$ cat src/rtl/up_down_counter_mod.sv
`default_nettype none
// +--------------------------------------------------------------------------+
// | up_down_counter_mod: WIDTH-bit up/down counter, programmable limit/step,  |
// | wrap or saturate, synchronous load, sticky overflow/underflow. Rev 1.0    |
// +--------------------------------------------------------------------------+
module up_down_counter_mod #(
  parameter int WIDTH       = 8,
  parameter int RESET_VALUE = 0
) (
  input  logic             clk,
  input  logic             reset,
  input  logic             enable,
  input  logic             set,
  input  logic [WIDTH-1:0] set_value,
  input  logic             up_down,
  input  logic [WIDTH-1:0] step,
  input  logic [WIDTH-1:0] limit,
  input  logic             saturate,
  input  logic             clear_flags,
  output logic [WIDTH-1:0] count,
  output logic             at_max,
  output logic             at_zero,
  output logic             wrap_pulse,
  output logic             overflow,
  output logic             underflow
);

  logic [WIDTH-1:0] count_q, count_d;
  logic             wrap_q, wrap_d;
  logic             ovf_q, ovf_d;
  logic             unf_q, unf_d;

  logic [WIDTH-1:0] w_reset_val;
  logic [WIDTH-1:0] w_step_eff;
  logic [WIDTH:0]   w_cnt_x;
  logic [WIDTH:0]   w_step_x;
  logic [WIDTH:0]   w_lim_x;
  logic [WIDTH:0]   w_mod_x;
  logic [WIDTH:0]   w_sum_x;
  logic [WIDTH:0]   w_up_wrap_x;
  logic [WIDTH:0]   w_dn_wrap_x;
  logic             w_up_event;
  logic             w_dn_event;

  assign w_reset_val = WIDTH'(RESET_VALUE);
  assign w_step_eff  = (step > limit) ? limit : step;

  // All range arithmetic is one bit wider so count+step never truncates.
  assign w_cnt_x     = {1'b0, count_q};
  assign w_step_x    = {1'b0, w_step_eff};
  assign w_lim_x     = {1'b0, limit};
  assign w_mod_x     = w_lim_x + {{WIDTH{1'b0}}, 1'b1};
  assign w_sum_x     = w_cnt_x + w_step_x;
  assign w_up_wrap_x = w_sum_x - w_mod_x;
  assign w_dn_wrap_x = w_cnt_x + w_mod_x - w_step_x;
  assign w_up_event  = w_sum_x > w_lim_x;
  assign w_dn_event  = w_step_x > w_cnt_x;

  always_comb begin
    count_d = count_q;
    wrap_d  = 1'b0;
    ovf_d   = ovf_q & ~clear_flags;
    unf_d   = unf_q & ~clear_flags;
    if (set) begin
      count_d = (set_value > limit) ? limit : set_value;
    end else if (count_q > limit) begin
      count_d = limit;
    end else if (enable) begin
      if (up_down) begin
        if (w_up_event) begin
          count_d = saturate ? limit : w_up_wrap_x[WIDTH-1:0];
          wrap_d  = 1'b1;
          ovf_d   = 1'b1;
        end else begin
          count_d = w_sum_x[WIDTH-1:0];
        end
      end else begin
        if (w_dn_event) begin
          count_d = saturate ? '0 : w_dn_wrap_x[WIDTH-1:0];
          wrap_d  = 1'b1;
          unf_d   = 1'b1;
        end else begin
          count_d = count_q - w_step_eff;
        end
      end
    end
  end

  always_ff @(posedge clk) begin
    if (reset) begin
      count_q <= (w_reset_val > limit) ? limit : w_reset_val;
      wrap_q  <= 1'b0;
      ovf_q   <= 1'b0;
      unf_q   <= 1'b0;
    end else begin
      count_q <= count_d;
      wrap_q  <= wrap_d;
      ovf_q   <= ovf_d;
      unf_q   <= unf_d;
    end
  end

  assign count      = count_q;
  assign at_max     = (count_q == limit);
  assign at_zero    = (count_q == '0);
  assign wrap_pulse = wrap_q;
  assign overflow   = ovf_q;
  assign underflow  = unf_q;

endmodule
`default_nettype wire

$ cat config.mk
export PLATFORM = sky130hd
export DESIGN_NAME = up_down_counter_mod
export DESIGN_NICKNAME = d
export VERILOG_FILES = /design/src/rtl/up_down_counter_mod.sv
export SDC_FILE = /design/constraint.sdc
export NUM_CORES = 1
export LEC_CHECK = 0
export CORE_MARGIN = 5
export CORE_UTILIZATION = 50
export DETAILED_ROUTE_END_ITERATION = 16
export GPL_ROUTABILITY_DRIVEN = 0
export PLACE_DENSITY = 0.74
export SLEW_MARGIN = 15
export SYNTH_ARGS = -nofsm -noshare
export SYNTH_HDL_FRONTEND = slang
export SYNTH_SLANG_ARGS = --single-unit
$ cat constraint.sdc
create_clock -name clk -period 9.8 [get_ports clk]
set_clock_uncertainty 0.1 [all_clocks]
set_input_delay 1.47 -clock clk [delete_from_list [all_inputs] [get_ports clk]]
set_output_delay 1.47 -clock clk [all_outputs]
set_load 0.01 [all_outputs]
==> metrics.txt <==
run status=complete, no violations; latest clock arrival within the worst-skew pair=0.24 ns; vias in the first global route=3189; Mapped Cells=405; switching share of power=0.5270; register area=between 300 and 400 µm²; grt total ovfl=0; Distinct cells, synth=58; Util after Layout=0.5950; EDFF count, synth=8; core box area=6422 µm²; asr flop ratio synth=0; Reg power frac=0.109; Fill cells=594; post-synthesis mux area share=0.07194; RSZ-0062 raised after global routing=no; final wirelength=10290 µm; post-DR vias/cell=6.230; R2R Setup Slk=between 5 and 6 ns; area share of the largest cell type after synthesis=0.2486; area delta synth->final=15.03%; Sw Pwr=451.5 µW; worst hold endpoint=overflow; Post-CTS Hold Fix Bufs=0; Synth Area in Simple Gates=0.1650; Reg-to-Reg Start=count[3]; most frequent cell after synthesis=ha_1; CTS tree=built; TritonCTS sink count=11; I/O pins=44; Critical Path RT=between 9 and 10 ns; input/output buffers=43; H-tree levels=1; arrival time at the worst endpoint=~7.7 ns; clk slew on worst S/H paths=0.05 ns; Post-CTS Resized=0; post-route minimum period=just under 8 ns; Max Fclk=127.5 MHz; critical path capture point type=flop; post-synthesis adder-cell area fraction=0.3089; Die ar.=8374 µm²; DR iter-0 viols=287; Initial Util=0.5172; Tot Pwr=856.7 µW; Leakage=0.001724 µW; combinational share of power=0.837; largest net degree at the start of global routing=21; Min Hold Slack=0.3630 ns; Placed Cells=509; Post-CTS Repair Setup Buffers=0; PD cells=roughly 220 nW/µm²; routed len/inst=20.01 µm; class of the worst hold path=reg2reg; drt pass-1 iters=5; first-pass GRT wire length=16240 µm; area of the multi-input gates=about 2800 µm²; Synth Area in Compound Gates=0.2143; layout cells sized above 1=0.06178; drt drc=0; Final HPWL DP=8080 µm; # diodes=0; Syn Std Cell Area=3322 µm²; Register-to-Register Path Depth=15; final hold vios=0; WHS Path Cells=2; critical path class=in2reg; dominant synthesized flop cell=edfxtp_1; clk buf depth=2; hold path start=overflow; YS warnings=0; total CTS buffers=3; gr usage total=0.2436; synthesis-stage register bit count=11; final worst path period share=0.8002; synth top area cells=ha_1 (25%), edfxtp_1 (7.2%), fa_1 (6.0%); sequential area share after synthesis=0.09040; vias=3202; Die Y=between 90 and 100 µm; final sum of negative setup slack=0 ns; Row Count=29; Post-Synth XOR/XNOR Area=0.07910; Die W=91.51 µm; Post-Syn Nets=512; cell taking the most area after synthesis=ha_1; worst ir drop on vdd=approximately 140 µV; Post-synth top cells=ha_1 (66), inv_1 (39), nor2_1 (37); internal power=slightly above 400 µW; Clk pwr share=0.054; final setup violation count=0; Max-cap violations=0; Worst Setup Start Kind=input pin; main combinational cell family by area after synthesis=adder cells; fin cells=514; # nets final=roughly 550; initial antenna violation count=0; Crit Reg-Reg Endpoint=count[7]; Antenna Nets Post-Route=0; relative slew slack=0.5015; root buffer cell=clkbuf_8; Slew @ Worst Pin=between 0.7 and 0.8 ns; maximum fanout along the worst path=15; synthesized area per cell=8.202 µm²; Slew Viols, Final=0
## flip-flops by register name, indices dropped and copies added, names as in the netlist
register and cells:
overflow 1, wrap_pulse 1, underflow 1, count 8
## power by group through the flow
stage	Clock, µW	Combinational [µW]	Sequential (µW)
after floorplan	0	531	83.4
after global placement	0	675	92.9
after detailed placement	0	693	92.9
after CTS	46.2	699	92.5
after global routing	49.3	786	93.6
final	46.2	717	93.6
## stage by stage
stage | instance area, µm² | worst slack (ns)
6_report | 3821 | 1.958
5_1_grt | 3821 | 1.609
4_1_cts | 3814 | 2.094
3_5_place_dp | 3769 | 1.871
3_3_place_gp | 3769 | 2.045
2_1_floorplan | 3322 | 3.127
## worst max-delay path by stage
stage | start | cells past startpoint | end | slack, ns
6_report | limit[1] | 27 | count[7] | 1.96
4_1_cts | limit[1] | 27 | count[7] | 2.09
3_5_place_dp | limit[1] | 27 | count[7] | 1.87
5_1_grt | limit[1] | 27 | count[7] | 1.61
3_3_place_gp | limit[1] | 27 | count[7] | 2.05
2_1_floorplan | limit[2] | 28 | count[7] | 3.13
## worst max-delay path, cell delays in order
cell and delay, ns:
clkdlybuf4s50_1 0.72, inv_1 0.18, ha_1 0.32, nor2b_1 0.14, o21a_1 0.16, o21ai_0 0.14
nand2b_1 0.07, a21oi_1 0.13, o21ai_0 0.08, o21ai_1 0.08, buf_4 0.25, mux2_2 0.40
ha_1 0.30, a21oi_1 0.21, o211ai_1 0.16, o41ai_1 0.36, xor2_1 0.35, inv_1 0.08
ha_1 0.34, a21oi_1 0.16, nand2_1 0.10, a41oi_1 0.22, o21bai_1 0.13, or2_1 0.40
mux2i_1 0.19, a2111oi_2 0.43, a2111oi_2 0.13
## area by class of cell
type                    instances  area share
clock buffers                   4     0.01179
inverters                      39     0.03831
multi-input cells             338      0.7295
flip-flops and latches         11     0.07859
well taps                      77     0.02521
repair buffers                 45      0.1166
## kinds of logic after synthesis
logic type / count (synthesis)
and+or+nand+nor: 108
AOI/OAI and AO/OA: 101
adders and majority gates: 76
buffers and inverters: 56
xor gates and xnor gates: 30
muxes: 23
DFF: 11
## per-layer routing
layer  track usage  up-vias  share of wire
met4       0.08543        0          0.035
met1        0.3241     1478           0.43
met2        0.3981      162           0.44
met5             0        -              0
met3       0.03884       37          0.092
li1              -     1525              -
## cells in the final DEF (no fill, tap or decap), types with 4 or more instances in the layout
master and count:
ha_1 66, clkdlybuf4s50_1 43, inv_1 39, nor2_1 37, a21oi_1 29, xnor2_1 21, o21ai_0 16, mux2i_1 16
nand2_1 14, nor3_1 13, fa_1 10, nand3_1 9, xor2_1 9, edfxtp_1 8, and3_1 7, nor2b_1 7
mux2_2 7, o21bai_1 7, a211oi_1 6, nand2b_1 5, a21o_1 5, o211ai_1 5, o221a_2 5, o21a_1 4
Power figures use the tool's default switching activity.
